### src/rtl/stopwatch_display_pkg.sv
// Shared types and constants for the streaming stopwatch renderer:
// FSM encoding, seven-segment masks, digit order and a double-dabble step.
package stopwatch_display_pkg;

  typedef enum logic [1:0] {
    ST_IDLE    = 2'd0,
    ST_CAPTURE = 2'd1,
    ST_CONVERT = 2'd2,
    ST_COMMIT  = 2'd3
  } sw_state_e;

  typedef enum logic [1:0] {
    CELL_NONE  = 2'd0,
    CELL_GLYPH = 2'd1,
    CELL_SEP   = 2'd2
  } cell_kind_e;

  localparam int CONVERT_CYCLES = 10;

  // Displayed digit positions, left to right: H MM SS mmm
  localparam int DIG_H  = 0;
  localparam int DIG_M1 = 1;
  localparam int DIG_M0 = 2;
  localparam int DIG_S1 = 3;
  localparam int DIG_S0 = 4;
  localparam int DIG_m2 = 5;
  localparam int DIG_m1 = 6;
  localparam int DIG_m0 = 7;

  // Segment bit order {a,b,c,d,e,f,g}
  localparam logic [6:0] SEG_0     = 7'b1111110;
  localparam logic [6:0] SEG_1     = 7'b0110000;
  localparam logic [6:0] SEG_2     = 7'b1101101;
  localparam logic [6:0] SEG_3     = 7'b1111001;
  localparam logic [6:0] SEG_4     = 7'b0110011;
  localparam logic [6:0] SEG_5     = 7'b1011011;
  localparam logic [6:0] SEG_6     = 7'b1011111;
  localparam logic [6:0] SEG_7     = 7'b1110000;
  localparam logic [6:0] SEG_8     = 7'b1111111;
  localparam logic [6:0] SEG_9     = 7'b1111011;
  localparam logic [6:0] SEG_BLANK = 7'b0000000;

  // One double-dabble iteration on a 3-digit BCD accumulator; caller keeps
  // only as many low bits as its field needs.
  function automatic logic [12:0] dd_shift(input logic [11:0] bcd, input logic bit_in);
    logic [11:0] adj;
    for (int i = 0; i < 3; i++) begin
      adj[i*4 +: 4] = (bcd[i*4 +: 4] >= 4'd5) ? bcd[i*4 +: 4] + 4'd3 : bcd[i*4 +: 4];
    end
    return {adj, bit_in};
  endfunction

endpackage

### src/rtl/seven_seg_decoder.sv
// Combinational BCD to seven-segment mask; codes 10-15 render blank.
module seven_seg_decoder
  import stopwatch_display_pkg::*;
(
  input  logic [3:0] i_bcd,
  output logic [6:0] o_seg
);

  always_comb begin
    o_seg = SEG_BLANK;
    case (i_bcd)
      4'd0:    o_seg = SEG_0;
      4'd1:    o_seg = SEG_1;
      4'd2:    o_seg = SEG_2;
      4'd3:    o_seg = SEG_3;
      4'd4:    o_seg = SEG_4;
      4'd5:    o_seg = SEG_5;
      4'd6:    o_seg = SEG_6;
      4'd7:    o_seg = SEG_7;
      4'd8:    o_seg = SEG_8;
      4'd9:    o_seg = SEG_9;
      default: o_seg = SEG_BLANK;
    endcase
  end

endmodule

### src/rtl/stopwatch_digit_renderer.sv
// Streams the stopwatch readout one pixel per cycle from VGA coordinates.
// Optional macro SEPARATORS_EN adds colon and decimal-point slots.
module stopwatch_digit_renderer
  import stopwatch_display_pkg::*;
#(
  parameter int SCREEN_WIDTH     = 640,
  parameter int SCREEN_HEIGHT    = 480,
  parameter int NUMBER_OF_DIGITS = 8,
  parameter int DIGIT_WIDTH      = SCREEN_WIDTH / (2 * NUMBER_OF_DIGITS),
  parameter int DIGIT_HEIGHT     = 2 * DIGIT_WIDTH,
  parameter int SEG_THICK        = DIGIT_HEIGHT / 10,
  parameter int DIGIT_GAP        = 8,
  parameter int ORIGIN_X         = 128,
  parameter int ORIGIN_Y         = 200,
  parameter int SEP_WIDTH        = 16
) (
  input  logic       clk,
  input  logic       reset,
  input  logic       frame_start,
  input  logic       pixel_valid,
  input  logic [9:0] pixel_x,
  input  logic [9:0] pixel_y,
  input  logic [3:0] hours,
  input  logic [5:0] minutes,
  input  logic [5:0] seconds,
  input  logic [9:0] milliseconds,
  output logic       pixel_on,
  output logic       pixel_on_valid,
  output logic       busy,
  output logic [1:0] dbg_state
);

  localparam int P = DIGIT_WIDTH + DIGIT_GAP;
`ifdef SEPARATORS_EN
  localparam int SEP_W_EFF = SEP_WIDTH;
`else
  localparam int SEP_W_EFF = 0 * SEP_WIDTH;
`endif

  localparam logic [9:0] L_T    = 10'(SEG_THICK);
  localparam logic [9:0] L_W_T  = 10'(DIGIT_WIDTH - SEG_THICK);
  localparam logic [9:0] L_H    = 10'(DIGIT_HEIGHT);
  localparam logic [9:0] L_H_T  = 10'(DIGIT_HEIGHT - SEG_THICK);
  localparam logic [9:0] L_HALF = 10'(DIGIT_HEIGHT / 2);
  localparam logic [9:0] L_G_LO = 10'((DIGIT_HEIGHT - SEG_THICK) / 2);
  localparam logic [9:0] L_G_HI = 10'((DIGIT_HEIGHT + SEG_THICK) / 2);

  // Left column of glyph k; each separator slot before it pushes it right.
  function automatic int glyph_x(input int k);
    int n_slots;
    n_slots = (k >= 1 ? 1 : 0) + (k >= 3 ? 1 : 0) + (k >= 5 ? 1 : 0);
    return ORIGIN_X + k * P + n_slots * SEP_W_EFF;
  endfunction

  // ---------------- snapshot / conversion FSM ----------------
  sw_state_e   r_state;
  sw_state_e   w_state_next;
  logic [3:0]  r_cnt;
  logic [9:0]  r_h_bin, r_m_bin, r_s_bin, r_ms_bin;
  logic [3:0]  r_h_bcd;
  logic [7:0]  r_m_bcd, r_s_bcd;
  logic [11:0] r_ms_bcd;
  logic [3:0]  r_disp [NUMBER_OF_DIGITS];

  logic [3:0]  w_h_clamp;
  logic [5:0]  w_m_clamp, w_s_clamp;
  logic [9:0]  w_ms_clamp;

  assign w_h_clamp  = (hours > 4'd9)           ? 4'd9    : hours;
  assign w_m_clamp  = (minutes > 6'd59)        ? 6'd59   : minutes;
  assign w_s_clamp  = (seconds > 6'd59)        ? 6'd59   : seconds;
  assign w_ms_clamp = (milliseconds > 10'd999) ? 10'd999 : milliseconds;

  always_ff @(posedge clk) begin
    if (reset) r_state <= ST_IDLE;
    else       r_state <= w_state_next;
  end

  // frame_start is only looked at in IDLE, so pulses during a conversion drop.
  always_comb begin
    w_state_next = r_state;
    case (r_state)
      ST_IDLE:    if (frame_start) w_state_next = ST_CAPTURE;
      ST_CAPTURE: w_state_next = ST_CONVERT;
      ST_CONVERT: if (r_cnt == 4'(CONVERT_CYCLES - 1)) w_state_next = ST_COMMIT;
      ST_COMMIT:  w_state_next = ST_IDLE;
      default:    w_state_next = ST_IDLE;
    endcase
  end

  assign busy      = (r_state != ST_IDLE);
  assign dbg_state = r_state;

  always_ff @(posedge clk) begin
    if (reset) begin
      r_cnt    <= '0;
      r_h_bin  <= '0;
      r_m_bin  <= '0;
      r_s_bin  <= '0;
      r_ms_bin <= '0;
      r_h_bcd  <= '0;
      r_m_bcd  <= '0;
      r_s_bcd  <= '0;
      r_ms_bcd <= '0;
      for (int i = 0; i < NUMBER_OF_DIGITS; i++) r_disp[i] <= '0;
    end else begin
      case (r_state)
        ST_CAPTURE: begin
          r_cnt    <= '0;
          r_h_bin  <= {6'd0, w_h_clamp};
          r_m_bin  <= {4'd0, w_m_clamp};
          r_s_bin  <= {4'd0, w_s_clamp};
          r_ms_bin <= w_ms_clamp;
          r_h_bcd  <= '0;
          r_m_bcd  <= '0;
          r_s_bcd  <= '0;
          r_ms_bcd <= '0;
        end
        ST_CONVERT: begin
          // All fields are 10 bits wide so one shared count finishes them together.
          r_cnt    <= r_cnt + 4'd1;
          r_h_bcd  <= 4'(dd_shift({8'd0, r_h_bcd}, r_h_bin[9]));
          r_m_bcd  <= 8'(dd_shift({4'd0, r_m_bcd}, r_m_bin[9]));
          r_s_bcd  <= 8'(dd_shift({4'd0, r_s_bcd}, r_s_bin[9]));
          r_ms_bcd <= 12'(dd_shift(r_ms_bcd, r_ms_bin[9]));
          r_h_bin  <= {r_h_bin[8:0], 1'b0};
          r_m_bin  <= {r_m_bin[8:0], 1'b0};
          r_s_bin  <= {r_s_bin[8:0], 1'b0};
          r_ms_bin <= {r_ms_bin[8:0], 1'b0};
        end
        ST_COMMIT: begin
          r_disp[DIG_H]  <= r_h_bcd;
          r_disp[DIG_M1] <= r_m_bcd[7:4];
          r_disp[DIG_M0] <= r_m_bcd[3:0];
          r_disp[DIG_S1] <= r_s_bcd[7:4];
          r_disp[DIG_S0] <= r_s_bcd[3:0];
          r_disp[DIG_m2] <= r_ms_bcd[11:8];
          r_disp[DIG_m1] <= r_ms_bcd[7:4];
          r_disp[DIG_m0] <= r_ms_bcd[3:0];
        end
        default: ;
      endcase
    end
  end

  // ---------------- render stage 1: cell hit and local coordinates ----------------
  cell_kind_e w_kind;
  logic [2:0] w_idx;
  logic [9:0] w_lx;
  logic [9:0] w_ly;
  logic       w_row_hit;

  cell_kind_e r_s1_kind;
  logic [2:0] r_s1_idx;
  logic [9:0] r_s1_lx;
  logic [9:0] r_s1_ly;
  logic       r_s1_valid;

  always_comb begin
    w_kind    = CELL_NONE;
    w_idx     = '0;
    w_lx      = '0;
    w_ly      = pixel_y - 10'(ORIGIN_Y);
    w_row_hit = pixel_valid
              && (pixel_x < 10'(SCREEN_WIDTH)) && (pixel_y < 10'(SCREEN_HEIGHT))
              && (pixel_y >= 10'(ORIGIN_Y)) && (pixel_y < 10'(ORIGIN_Y + DIGIT_HEIGHT));
    for (int k = 0; k < NUMBER_OF_DIGITS; k++) begin
      if (pixel_x >= 10'(glyph_x(k)) && pixel_x < 10'(glyph_x(k) + DIGIT_WIDTH)) begin
        w_kind = CELL_GLYPH;
        w_idx  = 3'(k);
        w_lx   = pixel_x - 10'(glyph_x(k));
      end
    end
`ifdef SEPARATORS_EN
    for (int s = 0; s < 3; s++) begin
      if (pixel_x >= 10'(glyph_x(2 * s) + DIGIT_WIDTH) &&
          pixel_x <  10'(glyph_x(2 * s) + DIGIT_WIDTH + SEP_WIDTH)) begin
        w_kind = CELL_SEP;
        w_idx  = 3'(s);
        w_lx   = pixel_x - 10'(glyph_x(2 * s) + DIGIT_WIDTH);
      end
    end
`endif
    if (!w_row_hit) w_kind = CELL_NONE;
  end

  always_ff @(posedge clk) begin
    if (reset) begin
      r_s1_valid <= 1'b0;
      r_s1_kind  <= CELL_NONE;
      r_s1_idx   <= '0;
      r_s1_lx    <= '0;
      r_s1_ly    <= '0;
    end else begin
      r_s1_valid <= pixel_valid;
      r_s1_kind  <= w_kind;
      r_s1_idx   <= w_idx;
      r_s1_lx    <= w_lx;
      r_s1_ly    <= w_ly;
    end
  end

  // ---------------- render stage 2: segment lookup ----------------
  logic [3:0] w_digit;
  logic [6:0] w_seg;
  logic       w_lit_glyph;
  logic       w_lit_sep;
  logic       w_pix_next;
  logic       r_pix_on;
  logic       r_pix_valid;

  assign w_digit = r_disp[r_s1_idx];

  seven_seg_decoder u_dec (
    .i_bcd (w_digit),
    .o_seg (w_seg)
  );

  always_comb begin
    w_lit_glyph = 1'b0;
    if (w_seg[6] && r_s1_ly < L_T)                           w_lit_glyph = 1'b1;
    if (w_seg[5] && r_s1_lx >= L_W_T && r_s1_ly <  L_HALF)   w_lit_glyph = 1'b1;
    if (w_seg[4] && r_s1_lx >= L_W_T && r_s1_ly >= L_HALF)   w_lit_glyph = 1'b1;
    if (w_seg[3] && r_s1_ly >= L_H_T)                        w_lit_glyph = 1'b1;
    if (w_seg[2] && r_s1_lx <  L_T   && r_s1_ly >= L_HALF)   w_lit_glyph = 1'b1;
    if (w_seg[1] && r_s1_lx <  L_T   && r_s1_ly <  L_HALF)   w_lit_glyph = 1'b1;
    if (w_seg[0] && r_s1_ly >= L_G_LO && r_s1_ly < L_G_HI)   w_lit_glyph = 1'b1;
  end

`ifdef SEPARATORS_EN
  localparam logic [9:0] L_DOT_X0 = 10'((SEP_WIDTH - SEG_THICK) / 2);
  localparam logic [9:0] L_DOT_X1 = 10'((SEP_WIDTH - SEG_THICK) / 2 + SEG_THICK);
  localparam logic [9:0] L_Q1_LO  = 10'(DIGIT_HEIGHT / 4);
  localparam logic [9:0] L_Q1_HI  = 10'(DIGIT_HEIGHT / 4 + SEG_THICK);
  localparam logic [9:0] L_Q3_LO  = 10'(3 * DIGIT_HEIGHT / 4 - SEG_THICK);
  localparam logic [9:0] L_Q3_HI  = 10'(3 * DIGIT_HEIGHT / 4);

  // Slots 0 and 1 are colons, slot 2 is the decimal point on the baseline.
  always_comb begin
    w_lit_sep = 1'b0;
    if (r_s1_lx >= L_DOT_X0 && r_s1_lx < L_DOT_X1) begin
      if (r_s1_idx == 3'd2)
        w_lit_sep = (r_s1_ly >= L_H_T) && (r_s1_ly < L_H);
      else
        w_lit_sep = ((r_s1_ly >= L_Q1_LO) && (r_s1_ly < L_Q1_HI)) ||
                    ((r_s1_ly >= L_Q3_LO) && (r_s1_ly < L_Q3_HI));
    end
  end
`else
  assign w_lit_sep = 1'b0;
`endif

  always_comb begin
    w_pix_next = 1'b0;
    case (r_s1_kind)
      CELL_GLYPH: w_pix_next = w_lit_glyph;
      CELL_SEP:   w_pix_next = w_lit_sep;
      default:    w_pix_next = 1'b0;
    endcase
  end

  always_ff @(posedge clk) begin
    if (reset) begin
      r_pix_on    <= 1'b0;
      r_pix_valid <= 1'b0;
    end else begin
      r_pix_on    <= w_pix_next;
      r_pix_valid <= r_s1_valid;
    end
  end

  assign pixel_on       = r_pix_on;
  assign pixel_on_valid = r_pix_valid;

endmodule

### config.mk
export PLATFORM = sky130hd
export DESIGN_NAME = stopwatch_digit_renderer
export DESIGN_NICKNAME = d
export VERILOG_FILES = /design/src/rtl/stopwatch_display_pkg.sv /design/src/rtl/seven_seg_decoder.sv /design/src/rtl/stopwatch_digit_renderer.sv
export SDC_FILE = /design/constraint.sdc
export NUM_CORES = 1
export LEC_CHECK = 0
export ABC_AREA = 1
export CELL_PAD_IN_SITES_DETAIL_PLACEMENT = 0
export CELL_PAD_IN_SITES_GLOBAL_PLACEMENT = 1
export CORE_UTILIZATION = 39
export DETAILED_ROUTE_END_ITERATION = 7
export PLACE_DENSITY_LB_ADDON = 0.1
export SYNTH_ARGS = -nofsm -noshare
export SYNTH_HDL_FRONTEND = slang
export SYNTH_SLANG_ARGS = --single-unit
### constraint.sdc
create_clock -name clk -period 2.04 [get_ports clk]
set_clock_uncertainty 0.15 [all_clocks]
set_input_delay 0.408 -clock clk [delete_from_list [all_inputs] [get_ports clk]]
set_output_delay 0.408 -clock clk [all_outputs]
set_load 0.01 [all_outputs]
==> flow_summary.toml, run 1 <==
[floorplan]
rows = 50
boundaryPins = 55
die_h_um = 142
dieArea_mm2 = 0.0202
fp.dieW_um = 142
start_util = 0.403
coreArea_mm2 = 0.0190

[worst_setup_path]
worstSetupStartpointType = "register"
r2r_slack_ns = 0.03
arrival_ns = 2.17
rr_worst_depth = 15
critPathRequiredTime_ns = 2.20
crit_fanout = 8
worstReg2RegEnd = "pixel_on"
endpoint_kind = "register"
critPathKind = "register to register"

[routing]
detail-route-antenna-nets = 0
drt-pass1-iter-count = 5
wl_per_cell_um = 12.6
drc = 0
dr_total_vias = 6967
viasPerCell = 4.64
wirelength_um = 18900
drtIter0Drc = 315

[global_route]
grt_pass1_wl_um = 31400
use_met2 = 0.310
grt_max_degree = 73
antenna_found_initial = 0
grt_busiest_layer = "met2"
grt_overflow = 0
grt_pass1_vias = 6529
met3_usage = 0.0326
grt_use_met1 = 0.271
grtUsageTotal = 0.196

[clocking]
cts.sinks = 132
clock_path_buffers = 2
cts_buffers = 17
cts_root_buffer = "clkbuf_16"
cts_tree = "done"
clk_pin_slew_ns = 0.06
clock_latency_ns = 0.42
htree_levels = 4
hold_buffers = 0

[yosys]
synth_fa_ha_area_frac = 0.0750
avgSynthCellArea_um2 = 7.10
ys_types = 50
synth.cell_area_mm2 = 0.00767
synthMuxAreaShare = 0
synth-edff-count = 32
ys_warn_count = 0
synth_simple_gate_area_frac = 0.288
synthXorXnorAreaFrac = 0.0205
yosysSeqAreaShare = 0.386
synth_cells = 1081
synth-compound-area-share = 0.126
synthFlopType = "dfxtp_1"
syn_nets = 1177
synth_top_family_by_area = "simple AND/OR/NAND/NOR gates"
synth-seq-cells = 132
ys_async_sr_fraction = 0

[timing]
rsz0062_at_grt = "yes"
slew_headroom = 0.495
totalNegativeSetupSlack_ns = 0
worst_pin_slew_ns = 0.758
setup_viol = 0
drv_slew = 0
min_period_ns = 2.01
fin_crit_sh = 0.986
finalHoldViolCount = 0
clock.fmax_ghz = 0.497

[pwr]
powerDensity_mw_per_mm2 = 915
p_leak_nw = 4.38
ir_drop_mv = 0.898

[finish]
final_core_util = 0.532
layout.area.seq_mm2 = 0.00297
drive_gt1_frac = 0.199
fillers = 1898
area_growth_pct = 31.9
n_antenna_cell = 0
multiInputGateArea_mm2 = 0.00416
final_common_cell = "nand2_1"
final_cell_mix = "nand2_1, inv_1, nor2_1"
nets = 1324

[min_path]
hold_path_class = "register to register"
min_from = "r_s1_valid"
holdPathEnd = "pixel_on_valid"
holdPathStages = 2

[place]
gp_congestion = 0.885
placement.io_buffers = 54
dp_hpwl_um = 14000

[job]
cap_violations = 0

[outcome]
outcome = "finished clean"
-- synthesized netlist by cell type (2+ instances only) --
cell / instances / area (µm²)
inv_4: 2 / 12.5
nand2_4: 2 / 22.5
nor3_2: 2 / 20.0
nand3_1: 78 / 390
nand2_2: 10 / 62.6
nor2_1: 109 / 409
buf_2: 3 / 15.0
nor3_1: 12 / 60.1
buf_1: 3 / 11.3
inv_2: 8 / 30.0
buf_4: 2 / 15.0
xor2_1: 16 / 140
ha_1: 46 / 576
nand4_1: 10 / 62.6
nor4_1: 3 / 18.8
edfxtp_1: 32 / 961
o31ai_1: 2 / 15.0
inv_1: 144 / 541
o21ai_0: 58 / 290
dfxtp_1: 100 / 2000
a21oi_2: 3 / 26.3
o21ai_1: 3 / 15.0
or2_2: 2 / 12.5
nor2_2: 3 / 18.8
buf_6: 5 / 56.3
nor2_4: 5 / 56.3
o22ai_1: 4 / 25.0
o21ai_2: 7 / 61.3
o211ai_1: 2 / 15.0
a21oi_1: 77 / 385
nand2_1: 277 / 1040
xnor2_1: 2 / 17.5
clkbuf_1: 24 / 90.1
a31oi_1: 9 / 56.3
-- cell families (layout without fill, tap and decap cells) --
kind of cell | Yosys count | after routing
AOI/OAI and AO/OA | 174 | 174
xor gates and xnor gates | 18 | 18
adders and majority gates | 46 | 46
buffers and inverters | 195 | 355
DFF | 132 | 132
and+or+nand+nor | 516 | 516
-- layout make-up --
type	count	share of cell area
repair buffers	165	0.145
multi-input cells	754	0.410
flip-flops and latches	132	0.293
inverters	158	0.0627
clock buffers	18	0.0424
well taps	260	0.0321
clock inverters	14	0.0143
-- what timing repair did --
action	in CTS	in global routing
setup endpoints to repair	13	19
setup buffers	9	4
gates resized for setup	32	71
pin swaps	11	29
-- per-layer routing --
| metal | routed length (µm) | part of all wire |
|---|---|---|
| met5 | 0 | 0 |
| met4 | 129 | 0.0068 |
| met3 | 324 | 0.017 |
| met2 | 8650 | 0.46 |
| met1 | 9770 | 0.52 |
-- per-stage QoR --
step | hold slack, ns | power (mW) | area [µm²] | setup slack [ns] | cells
after floorplan | 0.238 | 5.05 | 7680 | -0.0258 | 1081
after global placement | 0.261 | 6.28 | 9170 | -0.680 | 1457
after detailed placement | 0.261 | 6.28 | 9170 | -0.687 | 1457
after global routing | 0.289 | 9.88 | 10100 | -0.0963 | 1501
final | 0.269 | 9.27 | 10100 | 0.0288 | 1501
after CTS | 0.269 | 9.28 | 9870 | -0.00328 | 1498
-- registers in the layout, indices dropped and copies added, names as in the netlist, 4 cells and up, named ones only --
| signal | cells |
|---|---|
| r_m_bcd | 8 |
| r_ms_bcd | 12 |
| r_s1_lx | 7 |
| r_h_bcd | 4 |
| r_m_bin | 10 |
| r_h_bin | 10 |
| r_s_bin | 10 |
| r_s_bcd | 8 |
| r_disp | 32 |
| r_s1_ly | 8 |
| r_ms_bin | 10 |
| r_cnt | 4 |
-- worst max-delay path by stage --
stage / start / end / cells after the start / slack (ns)
after floorplan: register / pixel_on / 17 / -0.03
after global placement: pixel_x[5] / r_s1_lx[8] / 14 / -0.68
after detailed placement: pixel_x[5] / r_s1_lx[7] / 16 / -0.69
after CTS: register / pixel_on / 16 / -0.003
after global routing: register / pixel_on / 14 / -0.1
final: register / pixel_on / 15 / 0.03
-- worst max-delay path, cell delays in order (launching register included) --
cell and delay (ns):
dfxtp_4 0.39, clkinv_8 0.08, nor2_2 0.04, o22ai_2 0.17, inv_1 0.07, o21ai_2 0.16, inv_2 0.07, ha_4 0.26
inv_2 0.03, nor2_2 0.10, nand3b_1 0.11, nand2_1 0.05, nand2_1 0.05, nand2_1 0.04, nor2_1 0.09, nor2_1 0.05
-- where the power goes --
group,internal [mW],switching [mW],leakage (nW)
clock,1.71,1.22,0.277
sequential,3.03,0.152,1.15
combinational,1.24,1.91,2.95
Note: power is estimated with default switching activity, not from simulation.
==> run 2: changes to the inputs <==
CELL_PAD_IN_SITES_DETAIL_PLACEMENT = 1   (was 0)
CELL_PAD_IN_SITES_GLOBAL_PLACEMENT = 2   (was 1)
CORE_UTILIZATION = 31   (was 39)
==> flow_summary.toml, run 2 (synthesized netlist as in run 1, its figures left out) <==
[finish]
largestRegisters = "r_disp x32, r_ms_bcd x12"
final_core_util = 0.423
n_antenna_cell = 0
multiInputGateArea_mm2 = 0.00421
top_register = "r_disp"
postLayoutCellArea_mm2 = 0.0103
layout.area.seq_mm2 = 0.00297
final_common_cell = "nand2_1"
area_growth_pct = 34.1
nets = 1323
drive_gt1_frac = 0.200
largest_register_ffs = 32
fillers = 3043
final_cell_mix = "nand2_1, inv_1, nor2_1"

[floorplan]
boundaryPins = 55
dieArea_mm2 = 0.0254
coreArea_mm2 = 0.0243
fp.dieW_um = 159
rows = 57
die_h_um = 159
start_util = 0.315

[pwr]
p_total_mw = 9.64
powerDensity_mw_per_mm2 = 936
ir_drop_mv = 0.728
p_leak_nw = 4.43

[timing]
rsz0062_at_grt = "yes"
drv_slew = 0
fin_crit_sh = 1.03
worst_pin_slew_ns = 0.756
min_period_ns = 2.09
clock.fmax_ghz = 0.478
setup_ws_ns = -0.0526
finalHoldViolCount = 0
slew_headroom = 0.496
totalNegativeSetupSlack_ns = -0.0526
hold_slack_ns = 0.281
setup_viol = 1

[clocking]
clock_latency_ns = 0.43
cts.sinks = 132
hold_buffers = 0
clk_pin_slew_ns = 0.06
cts_buffers = 17
cts_tree = "done"
htree_levels = 4
cts_root_buffer = "clkbuf_16"
clock_path_buffers = 2

[worst_setup_path]
worstReg2RegEnd = "pixel_on"
rr_worst_depth = 16
endpoint_kind = "register"
r2r_slack_ns = -0.05
arrival_ns = 2.26
critPathRequiredTime_ns = 2.21
worstSetupStartpointType = "register"
critPathKind = "register to register"
crit_fanout = 8

[min_path]
hold_path_class = "register to register"
min_from = "r_s1_valid"
holdPathStages = 2
holdPathEnd = "pixel_on_valid"

[place]
gp_congestion = 0.830
placement.io_buffers = 54
dp_hpwl_um = 16500
post_dp_cell_area_mm2 = 0.00923

[routing]
wirelength_um = 22200
drt-pass1-iter-count = 4
drc = 0
detail-route-antenna-nets = 0
dr_total_vias = 7191
drtIter0Drc = 269
viasPerCell = 4.60
wl_per_cell_um = 14.2

[global_route]
grt_pass1_vias = 7231
antenna_found_initial = 0
grt_overflow = 0
grtUsageTotal = 0.181
grt_pass1_wl_um = 36700
grt_max_degree = 71

[outcome]
outcome = "finished with violations"
violations = "setup timing"

[job]
cap_violations = 0
run 2: report_power, final:
part	internal [mW]	switching, mW
Clock	2.10	1.21
Sequential	3.03	0.153
Combinational	1.16	1.98
Total	6.30	3.34
run 2: worst max-delay path by stage:
stage	slack, ns	from	end	cells past startpoint
after global placement	-0.75	pixel_x[6]	r_s1_lx[4]	13
after floorplan	-0.03	register	pixel_on	17
final	-0.05	register	pixel_on	16
after detailed placement	-0.81	pixel_x[6]	r_s1_lx[4]	13
after CTS	-0.07	register	pixel_on	16
after global routing	-0.22	register	pixel_on	16
run 2: critical path, cell delays in order, from the launching register on:
cell and delay [ns]:
dfxtp_4 0.36, buf_12 0.13, clkinv_8 0.07, buf_4 0.14, nand2_1 0.05, nand3_1 0.08, nand3_2 0.11, nand2_4 0.09
ha_4 0.27, inv_2 0.03, nor2_2 0.09, nand3b_1 0.12, nand2_1 0.06, nand2_1 0.05, nand2_1 0.05, nor2_1 0.08
nor2_1 0.04
run 2: final cells by class:
type | count | share of cell area
clock inverters | 8 | 0.0103
inverters | 158 | 0.0610
repair buffers | 163 | 0.139
flip-flops and latches | 132 | 0.288
multi-input cells | 755 | 0.409
clock buffers | 24 | 0.0522
well taps | 324 | 0.0394
run 2: through the flow:
step / instances / setup slack, ns
floorplan: 1081 / -0.0258
detailed placement: 1523 / -0.811
finish: 1564 / -0.0526
global route: 1564 / -0.220
global placement: 1523 / -0.750
CTS: 1562 / -0.0745
run 2: timing repair:
item	4_1_cts	5_1_grt
buffers inserted	6	1
gates cloned	1	1
endpoints found under the setup margin	13	11
endpoints found under the hold margin	0	0
pin swaps	24	23
resized for setup	56	52
run 2: per-layer routing:
metal | share of wire | vias to the layer above | GRT usage | wire length [µm]
met4 | 0.0066 | 0 | 0.0450 | 146
met5 | 0 | - | 0 | 0
li1 | - | 3756 | - | -
met2 | 0.47 | 65 | 0.301 | 10500
met3 | 0.019 | 11 | 0.0333 | 433
met1 | 0.50 | 3359 | 0.242 | 11200
